<file path="src/rtl/syscall_sequencer_if.sv">
// Decode-side syscall request and display-sink handshake bundle for syscall_sequencer.
interface syscall_sequencer_if;
  logic        sys_valid;
  logic [31:0] instr_ID;
  logic [31:0] rs;
  logic [31:0] rt;
  logic        sys_ready;
  logic        stall;
  logic        disp_valid;
  logic [31:0] disp_data;
  logic        disp_ready;
  logic        halted;
  logic [15:0] disp_count;

  modport master (
    output sys_valid, instr_ID, rs, rt, disp_ready,
    input  sys_ready, stall, disp_valid, disp_data, halted, disp_count
  );

  modport slave (
    input  sys_valid, instr_ID, rs, rt, disp_ready,
    output sys_ready, stall, disp_valid, disp_data, halted, disp_count
  );
endinterface

</file>
<file path="src/rtl/syscall_sequencer.sv">
// Syscall controller: buffers display values in a FIFO drained over a valid/ready port,
// and turns exit into drain -> fixed delay -> sticky halted, stalling the pipeline meanwhile.
module syscall_sequencer #(
  parameter int          DEPTH      = 4,
  parameter int          EXIT_DELAY = 5,
  parameter logic [31:0] SYSCALL_ID = 32'd26
) (
  input logic                 clk,
  input logic                 reset,
  syscall_sequencer_if.slave  bus
);
  localparam int AW = (DEPTH > 1) ? $clog2(DEPTH) : 1;

  typedef enum logic [1:0] {RUN, DRAIN, WAIT, HALTED} state_t;

  state_t        state, state_next;
  logic [31:0]   mem [DEPTH];
  logic [AW-1:0] rd_ptr, wr_ptr;
  logic [AW:0]   count;
  logic [7:0]    delay_cnt, delay_next;
  logic [15:0]   disp_count_q;

  logic request, is_display, is_exit, fifo_full, fifo_empty;
  logic push, pop, sys_ready_c, stall_c;

  assign request    = bus.sys_valid && (bus.instr_ID == SYSCALL_ID);
  assign is_display = (bus.rs == 32'd1);
  assign is_exit    = (bus.rs == 32'd2);
  assign fifo_full  = (count == (AW+1)'(DEPTH));
  assign fifo_empty = (count == '0);
  assign pop        = !fifo_empty && bus.disp_ready;

  // Fullness uses the registered count, so a same-cycle pop never makes room for a push.
  always_comb begin
    state_next  = state;
    delay_next  = delay_cnt;
    sys_ready_c = 1'b1;
    stall_c     = 1'b0;
    push        = 1'b0;
    unique case (state)
      RUN: begin
        sys_ready_c = !(request && is_display && fifo_full);
        stall_c     = request && !sys_ready_c;
        if (request && sys_ready_c) begin
          if (is_display) push = 1'b1;
          if (is_exit)    state_next = DRAIN;
        end
      end
      DRAIN: begin
        sys_ready_c = 1'b0;
        stall_c     = 1'b1;
        if (fifo_empty) begin
          delay_next = 8'(EXIT_DELAY);
          state_next = WAIT;
        end
      end
      WAIT: begin
        sys_ready_c = 1'b0;
        stall_c     = 1'b1;
        if (delay_cnt == 8'd0) state_next = HALTED;
        else                   delay_next = delay_cnt - 8'd1;
      end
      HALTED: begin
        sys_ready_c = 1'b0;
        stall_c     = 1'b1;
      end
      default: begin
        state_next = RUN;
      end
    endcase
  end

  always_ff @(posedge clk) begin
    if (reset) begin
      state        <= RUN;
      delay_cnt    <= 8'd0;
      rd_ptr       <= '0;
      wr_ptr       <= '0;
      count        <= '0;
      disp_count_q <= 16'd0;
    end else begin
      state     <= state_next;
      delay_cnt <= delay_next;
      if (push) wr_ptr <= wr_ptr + AW'(1);
      if (pop)  rd_ptr <= rd_ptr + AW'(1);
      if (push && !pop)      count <= count + (AW+1)'(1);
      else if (pop && !push) count <= count - (AW+1)'(1);
      if (push && disp_count_q != 16'hFFFF) disp_count_q <= disp_count_q + 16'd1;
    end
  end

  // Storage needs no reset: the head is masked to zero whenever the FIFO is empty.
  always_ff @(posedge clk) begin
    if (push) mem[wr_ptr] <= bus.rt;
  end

  assign bus.sys_ready  = sys_ready_c;
  assign bus.stall      = stall_c;
  assign bus.disp_valid = !fifo_empty;
  assign bus.disp_data  = fifo_empty ? 32'd0 : mem[rd_ptr];
  assign bus.halted     = (state == HALTED);
  assign bus.disp_count = disp_count_q;
endmodule

</file>
<file path="src/flat_wrapper.sv">
// flat-port wrapper written by rule: the top's interface ports become plain ports
module syscall_sequencer_flat 
#(
  parameter int          DEPTH      = 4,
  parameter int          EXIT_DELAY = 5,
  parameter logic [31:0] SYSCALL_ID = 32'd26
)
  (clk, reset, bus_sys_valid, bus_instr_ID, bus_rs, bus_rt, bus_disp_ready, bus_sys_ready, bus_stall, bus_disp_valid, bus_disp_data, bus_halted, bus_disp_count);
  syscall_sequencer_if bus_i ();
  input logic clk;
  input logic reset;
  input wire logic [$bits(bus_i.sys_valid)-1:0] bus_sys_valid;
  input wire logic [$bits(bus_i.instr_ID)-1:0] bus_instr_ID;
  input wire logic [$bits(bus_i.rs)-1:0] bus_rs;
  input wire logic [$bits(bus_i.rt)-1:0] bus_rt;
  input wire logic [$bits(bus_i.disp_ready)-1:0] bus_disp_ready;
  output wire logic [$bits(bus_i.sys_ready)-1:0] bus_sys_ready;
  output wire logic [$bits(bus_i.stall)-1:0] bus_stall;
  output wire logic [$bits(bus_i.disp_valid)-1:0] bus_disp_valid;
  output wire logic [$bits(bus_i.disp_data)-1:0] bus_disp_data;
  output wire logic [$bits(bus_i.halted)-1:0] bus_halted;
  output wire logic [$bits(bus_i.disp_count)-1:0] bus_disp_count;
  assign bus_i.sys_valid = bus_sys_valid;
  assign bus_i.instr_ID = bus_instr_ID;
  assign bus_i.rs = bus_rs;
  assign bus_i.rt = bus_rt;
  assign bus_i.disp_ready = bus_disp_ready;
  assign bus_sys_ready = bus_i.sys_ready;
  assign bus_stall = bus_i.stall;
  assign bus_disp_valid = bus_i.disp_valid;
  assign bus_disp_data = bus_i.disp_data;
  assign bus_halted = bus_i.halted;
  assign bus_disp_count = bus_i.disp_count;
  syscall_sequencer #(.DEPTH(DEPTH), .EXIT_DELAY(EXIT_DELAY), .SYSCALL_ID(SYSCALL_ID)) u_core (.clk(clk), .reset(reset), .bus(bus_i));
endmodule
</file>
<file path="config.mk">
export PLATFORM = sky130hd
export DESIGN_NAME = syscall_sequencer_flat
export DESIGN_NICKNAME = d
export VERILOG_FILES = /design/src/rtl/syscall_sequencer_if.sv /design/src/rtl/syscall_sequencer.sv /design/src/flat_wrapper.sv
export SDC_FILE = /design/constraint.sdc
export NUM_CORES = 1
export LEC_CHECK = 0
export ABC_AREA = 1
export BUFFER_PORTS_ARGS = -buffer_cell sky130_fd_sc_hd__buf_4
export CORE_MARGIN = 5
export CORE_UTILIZATION = 55
export DETAILED_ROUTE_END_ITERATION = 12
export GPL_TIMING_DRIVEN = 0
export PLACE_DENSITY_LB_ADDON = 0.2
export SETUP_SLACK_MARGIN = 0.05
export SYNTH_ARGS = -nofsm -noshare
export SYNTH_HDL_FRONTEND = slang
export SYNTH_SLANG_ARGS = --single-unit
</file>
<file path="constraint.sdc">
create_clock -name clk -period 3.3 [get_ports clk]
set_input_delay 0.165 -clock clk [delete_from_list [all_inputs] [get_ports clk]]
set_output_delay 0.165 -clock clk [all_outputs]
set_load 0.01 [all_outputs]
</file>
==> reports/qor.csv <==
stage;metric;value;unit
run_status;outcome;complete, no violations;
route;Vias;5877;
logic_synthesis;synthesis-stage register bit count;163;
place;dpl cells;1098;
finish;share of layout cells above drive strength 1;0.216;
finish;final core occ;0.738;
global_route;maximum number of pins on one net before global-route repair;22;
timing;final period demand of the worst path;2.51;ns
timing;Final TNS setup;0;ns
power_and_ir_drop;Leak;3.88;nW
timing;max-slew violations;0;
finish;Final Non-Filler Cells;1162;
critical_path;reg2reg start;u_core.state[0];
global_route;number of global-route vias before repair;5711;
worst_hold_path;Hold Path Class;input pin to register;
route;DR DRC count;0;
route;Iter 0 DRT Violations;511;
floorplan;Die ar.;15800;sq um
critical_path;reg2reg end;u_core.mem[2][2];
timing;RSZ-0062 raised after global routing;false;
route;drt pass-1 iters;7;
critical_path;Worst setup SP type;register;
timing;final hold viol count;0;
critical_path;Worst setup EP type;register;
timing;fin crit share;0.761;
finish;ant diodes;0;
cts;maximum clock path buffer count;2;
global_route;grt total ovfl;0;
place;dpl hpwl;11200;um
cts;H-tree depth;4;
place;pre-CTS WS;0.753;ns
route;ANT nets after route;0;
finish;most common cell after layout, fill and taps aside;nor2_1;
cts;Worst-path clk slew;0.06;ns
critical_path;CP arrival;2.63;ns
floorplan;Core Rows;42;
route;Avg WL per Cell;14.6;um
place;I/O Buffers;150;
critical_path;reg2reg setup slack;0.79;ns
route;Vias per Instance;5.06;
global_route;all-layer global routing usage;0.217;
critical_path;crit path from;u_core.state[0];
timing;Setup violations, final;0;
floorplan;core area;13200;sq um
logic_synthesis;Syn Nets;883;
critical_path;r2r worst-path depth;7;
cts;Num CTS Buffers;17;
floorplan;die span in x;126;um
logic_synthesis;Post-synth ARST share;0;
timing;skew final;0.00442;ns
cts;Root Driver;clkbuf_16;
finish;Syn-to-layout area delta;31.8;%
logic_synthesis;Synth Area per Inst;9.61;sq um
logic_synthesis;Synth top area share;0.521;
logic_synthesis;mapped cell area;7380;sq um
cts;number of post-CTS setup repair buffers;0;
timing;PnR worst setup slack;0.788;ns
timing;worst relative slew slack;0.586;
power_and_ir_drop;Worst VDD drop;0.000406;V
logic_synthesis;number of enable flip-flop cells after synthesis;128;
critical_path;CP Max Fanout;17;
floorplan;# IOs;152;
critical_path;worst setup path end;u_core.mem[2][2];
cts;Skew-Pair Late Insertion Delay;0.42;ns
logic_synthesis;post-synthesis sequential area ratio;0.616;
critical_path;Worst Path Required;3.42;ns
logic_synthesis;count of cell types in the netlist;38;
global_route;initial antenna violation count;0;
logic_synthesis;top cells by area, synth;edfxtp_1 52%, nor2_1 11%, dfxtp_1 9.5%;
flow_run;Max-Cap Viols;0;
critical_path;Crit Path Category;register to register;
global_route;global-route wire length before repair;27300;um
finish;Final Net Count;1088;
logic_synthesis;Post-Syn Instances;768;
timing;fmax;0.398;GHz
floorplan;initial core utilization;0.560;
floorplan;die height;126;um
power_and_ir_drop;power per cell area;641;nW/um^2
timing;Worst Max-Slew Pin Slew;0.620;ns
cts;Clock Sink Count;163;
route;total wire length;17000;um
logic_synthesis;post-synth top area cell;edfxtp_1;
logic_synthesis;Ys Warns;0;
finish;most frequent cells in the layout;222 x nor2_1, 150 x buf_4, 128 x edfxtp_1, 78 x o21ai_0, 74 x nand2_1;
logic_synthesis;Synth Flop Type;edfxtp_1;
place;GPL Wtd Cong;0.867;
cts;CTS tree;done;
==> logic make-up after synthesis <==
| family | Yosys count | share of synthesized area |
|---|---|---|
| buffers and inverters | 103 | 0.0554 |
| flip-flops | 163 | 0.616 |
| AO/OA/AOI/OAI | 129 | 0.0888 |
| adder cells (fa/ha/maj) | 15 | 0.0264 |
| AND/OR/NAND/NOR | 355 | 0.210 |
| XOR/XNOR | 3 | 0.00356 |
==> worst max-delay path, stage by stage, from the launching register on <==
cell and delay (ns):
dfxtp_1 0.34, inv_1 0.14, ha_1 0.25, nand3_4 0.12, clkinv_2 0.08, nand3_1 0.38, nor2_4 0.66, buf_16 0.24
==> metrics by stage <==
step	total power (W)	hold slack [ns]	cell area (sq um)
6_report	0.00623	0.0990	9730
5_1_grt	0.00660	0.124	9730
4_1_cts	0.00626	0.0820	9730
3_5_place_dp	0.00443	0.369	8860
3_3_place_gp	0.00440	0.366	8730
2_1_floorplan	0.00352	0.264	7380
==> final cells by class <==
type	instances	area [sq um]
Sequential cell	163	4540
Inverter	74	279
Timing Repair Buffer	186	1550
Fill cell	932	3460
Tap cell	176	220
Clock inverter	9	81.3
Clock buffer	23	468
Buffer	29	130
Multi-Input combinational cell	502	2460
==> worst min path at each step <==
stage / startpoint / end / cells after the start
3_3_place_gp: bus_rt[0] / u_core.mem[3][0] / 1
5_1_grt: reset / u_core.count[0] / 2
4_1_cts: reset / u_core.count[0] / 2
2_1_floorplan: bus_rt[0] / u_core.mem[0][0] / 0
3_5_place_dp: bus_rt[19] / u_core.mem[3][19] / 1
6_report: reset / u_core.count[0] / 2
==> repair_timing <==
item,4_1_cts,5_1_grt
setup endpoints to repair,0,0
resized for setup,0,0
hold buffers,32,0
hold endpoints to repair,128,0
==> cell usage after synthesis, types with 4 or more instances <==
library cell and instances:
dfxtp_1 35, nand2_1 74, o21ai_0 78, inv_1 69, nor2_2 5, nor2_4 4, nand3_2 4, nand4_1 13
ha_1 14, buf_1 4, edfxtp_1 128, a21oi_1 43, clkbuf_1 21, nand3_1 15, nor2_1 226
==> power by group <==
group / internal [W] / total (W) / leakage, nW / switching, W
registers: 0.00228 / 0.00234 / 1.43 / 0.0000621
logic: 0.000822 / 0.00210 / 2.18 / 0.00127
clock network: 0.00107 / 0.00180 / 0.265 / 0.000724
==> state kept, by name (all words and copies together), names as in the netlist, named ones only <==
register and cells:
u_core.rd_ptr 2, u_core.bus.disp_count 16, u_core.mem 128, u_core.state 2
u_core.delay_cnt 8, u_core.count 3, u_core.wr_ptr 2
==> layer usage <==
layer,up-vias,track usage,part of all wire
li1,2974,-,-
met1,2700,0.268,0.41
met2,176,0.380,0.51
met3,27,0.0461,0.054
met4,0,0.0776,0.018
met5,-,0,0
(Power assumes the default switching activity.)
